### src/rtl/ibis_fb_arbiter.sv
// Framebuffer port arbiter: per-hblank prefetch of the next visible line into a
// double-buffered line buffer, host traffic in between, sticky underrun on a missed deadline.
module ibis_fb_arbiter #(
  parameter int WIDTH      = 10,
  parameter int ADDR_WIDTH = 18,
  parameter int DATA_WIDTH = 32,
  parameter int LINE_WORDS = 160,
  parameter int Y_ACTIVE   = 480,
  parameter int Y_TOTAL    = 525,
  parameter int FB_BASE    = 0,
  parameter int MAX_OUT    = 4
) (
  input  logic                          aclk,
  input  logic                          aresetn,
  input  logic                          enable,
  input  logic                          hblank,
  input  logic                          vblank,
  input  logic [WIDTH-1:0]              ord_y,
  input  logic                          host_valid,
  output logic                          host_ready,
  input  logic                          host_we,
  input  logic [ADDR_WIDTH-1:0]         host_addr,
  input  logic [DATA_WIDTH-1:0]         host_wdata,
  output logic                          host_rvalid,
  output logic [DATA_WIDTH-1:0]         host_rdata,
  output logic                          mem_req_valid,
  input  logic                          mem_req_ready,
  output logic                          mem_req_we,
  output logic [ADDR_WIDTH-1:0]         mem_req_addr,
  output logic [DATA_WIDTH-1:0]         mem_req_wdata,
  input  logic                          mem_rsp_valid,
  input  logic [DATA_WIDTH-1:0]         mem_rsp_data,
  output logic                          line_wr_valid,
  output logic [$clog2(LINE_WORDS):0]   line_wr_addr,
  output logic [DATA_WIDTH-1:0]         line_wr_data,
  output logic                          busy,
  output logic                          underrun,
  input  logic                          underrun_clr
);

  localparam int IW = $clog2(LINE_WORDS);
  localparam int OW = $clog2(MAX_OUT + 1);

  typedef enum logic [1:0] {IDLE, H2V, VIDEO, VWAIT} state_t;

  state_t                  state, state_nxt;
  logic                    hblank_q, rise, fall;
  logic                    vpend, owner_video, bank, start, rd_acc, out_ok;
  logic [WIDTH-1:0]        nxt;
  logic [ADDR_WIDTH-1:0]   base, base_calc;
  logic [IW-1:0]           issue_cnt, rsp_count;
  logic [OW-1:0]           outstanding;
  logic                    unused;

  // vblank is carried for status only; nothing here is sequenced from it
  assign unused = vblank;

  assign rise      = hblank & ~hblank_q;
  assign fall      = ~hblank & hblank_q;
  assign nxt       = (ord_y == WIDTH'(Y_TOTAL - 1)) ? '0 : ord_y + WIDTH'(1);
  assign start     = rise & enable & ~vpend & (int'(nxt) < Y_ACTIVE);
  assign base_calc = ADDR_WIDTH'(FB_BASE + int'(nxt) * LINE_WORDS);
  assign out_ok    = outstanding < OW'(MAX_OUT);
  assign rd_acc    = mem_req_valid & mem_req_ready & ~mem_req_we;
  assign busy      = vpend;

  // Responses come back in order and the owner only changes once drained, so no tags
  assign host_rvalid = mem_rsp_valid & ~owner_video;
  assign host_rdata  = mem_rsp_data;

  always_comb begin
    state_nxt     = state;
    host_ready    = 1'b0;
    mem_req_valid = 1'b0;
    mem_req_we    = 1'b0;
    mem_req_addr  = host_addr;
    mem_req_wdata = host_wdata;
    case (state)
      IDLE: begin
        if (aresetn && !vpend) begin
          host_ready    = mem_req_ready & (host_we | out_ok);
          mem_req_valid = host_valid & (host_we | out_ok);
          mem_req_we    = host_we;
        end
        if (vpend) state_nxt = H2V;
      end
      H2V: begin
        if (fall)                   state_nxt = VWAIT;
        else if (outstanding == '0) state_nxt = VIDEO;
      end
      VIDEO: begin
        mem_req_valid = out_ok;
        mem_req_addr  = base + ADDR_WIDTH'(issue_cnt);
        mem_req_wdata = '0;
        if (fall) state_nxt = VWAIT;
        else if (mem_req_valid && mem_req_ready && issue_cnt == IW'(LINE_WORDS - 1))
          state_nxt = VWAIT;
      end
      VWAIT: begin
        if (outstanding == '0) state_nxt = IDLE;
      end
      default: state_nxt = IDLE;
    endcase
  end

  always_ff @(posedge aclk) begin
    if (!aresetn) begin
      state         <= IDLE;
      hblank_q      <= 1'b1;
      vpend         <= 1'b0;
      owner_video   <= 1'b0;
      bank          <= 1'b0;
      base          <= '0;
      issue_cnt     <= '0;
      rsp_count     <= '0;
      outstanding   <= '0;
      underrun      <= 1'b0;
      line_wr_valid <= 1'b0;
      line_wr_addr  <= '0;
      line_wr_data  <= '0;
    end else begin
      state    <= state_nxt;
      hblank_q <= hblank;

      if (start) begin
        vpend     <= 1'b1;
        bank      <= nxt[0];
        base      <= base_calc;
        issue_cnt <= '0;
        rsp_count <= '0;
      end else if (state == VWAIT && state_nxt == IDLE) begin
        vpend <= 1'b0;
      end

      if (state == H2V && state_nxt == VIDEO)       owner_video <= 1'b1;
      else if (state == VWAIT && state_nxt == IDLE) owner_video <= 1'b0;

      if (state == VIDEO && mem_req_valid && mem_req_ready)
        issue_cnt <= issue_cnt + IW'(1);

      if (rd_acc && !mem_rsp_valid)      outstanding <= outstanding + OW'(1);
      else if (!rd_acc && mem_rsp_valid) outstanding <= outstanding - OW'(1);

      // A deadline miss in the same cycle as a clear leaves the flag set
      if ((state == H2V || state == VIDEO) && fall) underrun <= 1'b1;
      else if (underrun_clr)                        underrun <= 1'b0;

      line_wr_valid <= mem_rsp_valid & owner_video;
      if (mem_rsp_valid && owner_video) begin
        line_wr_addr <= {bank, rsp_count};
        line_wr_data <= mem_rsp_data;
        rsp_count    <= rsp_count + IW'(1);
      end
    end
  end

endmodule

### config.mk
export PLATFORM = sky130hd
export DESIGN_NAME = ibis_fb_arbiter
export DESIGN_NICKNAME = d
export VERILOG_FILES = /design/src/rtl/ibis_fb_arbiter.sv
export SDC_FILE = /design/constraint.sdc
export NUM_CORES = 1
export LEC_CHECK = 0
export ABC_AREA = 1
export CORE_MARGIN = 2
export CORE_UTILIZATION = 40
export DETAILED_ROUTE_END_ITERATION = 10
export PLACE_DENSITY = 0.78
export SKIP_CTS_REPAIR_TIMING = 1
export SLEW_MARGIN = 20
export SYNTH_ARGS = -nofsm -noshare
export SYNTH_HDL_FRONTEND = slang
export SYNTH_SLANG_ARGS = --single-unit
### constraint.sdc
create_clock -name aclk -period 2.7 [get_ports aclk]
set_input_delay 0.405 -clock aclk [delete_from_list [all_inputs] [get_ports aclk]]
set_output_delay 0.405 -clock aclk [all_outputs]
set_load 0.02 [all_outputs]
==> results.cfg <==
[sta]
fin_crit_ps = 2774
slew_viol_final = 0
slew-limit-headroom_pct = 62.65
layout_setup_ws_ps = -74.46
clock_skew_ps = 6.683
period_share_pct = 102.8
rsz0062_at_grt = true
hold_ws_ps = 472.0
finalHoldViolations = 0
setup_viol = 2
max_slew.worst_pin.slew_ps = 560.2
max_freq_mhz = 360.4

[worst_hold_path]
hold_path.class = reg2reg

[place]
gp_congestion = 0.8446
place_area_um2 = 7664
numPortBuffers = 230
pre_cts_ws_ps = -500.0
dp_hpwl_um = 11280

[global_route]
first_global_vias = 4821
grt_overflow = 0
antenna_found_initial = 0
grt_max_degree = 62
grt_pass1_wl_um = 22080
grt.total_usage_pct = 20.16

[layout]
syn_to_final_growth_pct = 59.22
nets = 1129
drive_above_1_share_pct = 13.69
diodes = 0
stdcell_area_um2 = 8148
final_util_pct = 64.83
fillers = 1119

[route]
first_iter_violations = 275
wirelength_um = 14610
ant_nets = 0
vias = 5382
drc = 0
first_pass_iters = 6
via_per_inst = 4.588
avgRoutedWirePerCell_um = 12.45

[setup_path]
critPathCapture = mem_req_addr[17]
reg2reg_slack_ps = 270
worstPathMaxFanout = 2
startpoint = issue_cnt[5]
startpoint_type = flip-flop
reg2reg_depth = 13
r2r_start = state[0]
critical_path_class = reg2out
critical_path_required_ps = 2300
cp-end-kind = output pin
arrival_ps = 2370
r2r_end = outstanding[2]

[synth]
synth_warnings = 0
synth_cell_types = 38
yosys.area.top_type = dfxtp_1
synth_top_area_share_pct = 31.30
async_reset_ff_share_pct = 0
ys_ff_latch = 80
synth_nets = 899
synthesis.area_um2 = 5117
synth.avg_cell_area_um2 = 6.681
synth_area_leaders = dfxtp_1, nor2_1, nand2_1, inv_1, o21ai_0
synth_seq_area_share_pct = 31.30
synth-edff-count = 0
ys.flop_type = dfxtp_1
synthCells = 766

[clocking]
cts_tree = done
clk_pin_slew_ps = 60
clock_path_buffers = 2
cts_buffers = 9
cts_root_buf = clkbuf_16
insertion_delay_ps = 340
htreeDepth = 3
cts.sink_count = 80

[floorplan]
die_area_um2 = 13710
initial_utilization_pct = 40.72
core_area_um2 = 12570
fp-row-count = 41
die_w_um = 117.1
pin_count = 232
die_h_um = 117.1

[power_and_ir_drop]
p_leak_nw = 3.652
cellPowerDensity_nw_per_um2 = 507.6
total_power_w = 0.004135
ir_drop_uv = 284.2

[flow_run]
drv_cap = 0

[status]
status = finished, violations left
violations = setup timing
-- state kept, by name, summed over array words and instances (netlist names), 2 cells and up --
| signal | flops |
|---|---|
| outstanding | 3 |
| issue_cnt | 8 |
| state | 2 |
| rsp_count | 8 |
| line_wr_addr | 9 |
| line_wr_data | 32 |
| base | 13 |
-- layout make-up --
cell class                 instances  area (um^2)  share of cell area (%)
multi-input combinational        519         2839                   34.84
timing repair buffer             282         2768                   33.97
sequential                        80         1604                   19.69
inverter                         104        392.9                   4.822
clock buffer                      10        239.0                   2.933
tap                              172        215.2                   2.641
clock inverter                     6        90.09                   1.106
-- cells by family after synthesis --
group / after synthesis / synth area share [%]
AO/OA/AOI/OAI: 121 / 13.08
XOR/XNOR: 13 / 2.225
adder cells (fa/ha/maj): 31 / 8.020
buffers and inverters: 167 / 15.38
flip-flops: 80 / 31.30
AND/OR/NAND/NOR: 354 / 30.00
-- layout by cell type, fill, tap and decap left out, types with 9 or more instances in the layout --
| cell type | count |
|---|---|
| a21oi_1 | 27 |
| a21oi_2 | 10 |
| buf_4 | 49 |
| clkbuf_16 | 9 |
| clkdlybuf4s50_1 | 207 |
| dfxtp_1 | 78 |
| dlymetal6s2s_1 | 17 |
| ha_1 | 22 |
| inv_1 | 98 |
| nand2_1 | 121 |
| nand3_1 | 29 |
| nand3_2 | 13 |
| nand4_1 | 9 |
| nor2_1 | 155 |
| o21ai_0 | 67 |
-- synthesized netlist by cell type (3+ instances only) --
cell and number:
a21oi_1 28, a21oi_2 10, a31oi_1 3, buf_2 3, buf_4 33, clkbuf_1 23
dfxtp_1 80, fa_1 3, ha_1 28, inv_1 100, inv_2 3, nand2_1 123
nand2_2 4, nand3_1 31, nand3_2 11, nand4_1 9, nor2_1 158, nor2_2 3
nor3_1 4, o21ai_0 71, or2_2 4, xnor2_1 5, xor2_1 8
-- how the worst min path moves through the flow --
stage / cells past startpoint / end / from
2_1_floorplan: 2 / owner_video / owner_video
3_3_place_gp: 2 / underrun / underrun
3_5_place_dp: 2 / rsp_count[7] / rsp_count[7]
4_1_cts: 2 / rsp_count[7] / rsp_count[7]
5_1_grt: 2 / rsp_count[7] / rsp_count[7]
6_report: 2 / rsp_count[7] / rsp_count[7]
-- layer usage --
metal | up-vias | GRT usage [%] | wire length [um]
li1 | 2842 | - | -
met1 | 2353 | 25.03 | 6405
met2 | 166 | 34.87 | 6970
met3 | 21 | 4.274 | 978
met4 | 0 | 6.667 | 255
met5 | - | 0 | 0
-- report_power, final --
group / leakage [nW] / internal, W / total (W) / switching, W
combinational: 2.85 / 0.000729 / 0.00152 / 0.000793
sequential: 0.647 / 0.00124 / 0.00128 / 0.0000451
clock: 0.159 / 0.000838 / 0.00133 / 0.000495
-- per-stage QoR --
| stage | setup TNS, ps | instances |
|---|---|---|
| after floorplan | 0 | 766 |
| after global placement | -3366 | 1157 |
| after detailed placement | -4463 | 1157 |
| after CTS | -4405 | 1173 |
| after global routing | -620.8 | 1173 |
| final | -123.5 | 1173 |
-- critical path: stages, from the launching register on --
cell	delay (ps)
dfxtp_2	360
ha_4	150
inv_2	40
fa_2	330
or2_4	270
a21oi_4	150
nand2_2	80
nor2_2	120
nand2_1	90
o21ai_1	130
nand3_1	100
nand2_1	80
buf_4	130
(Power assumes the default switching activity.)
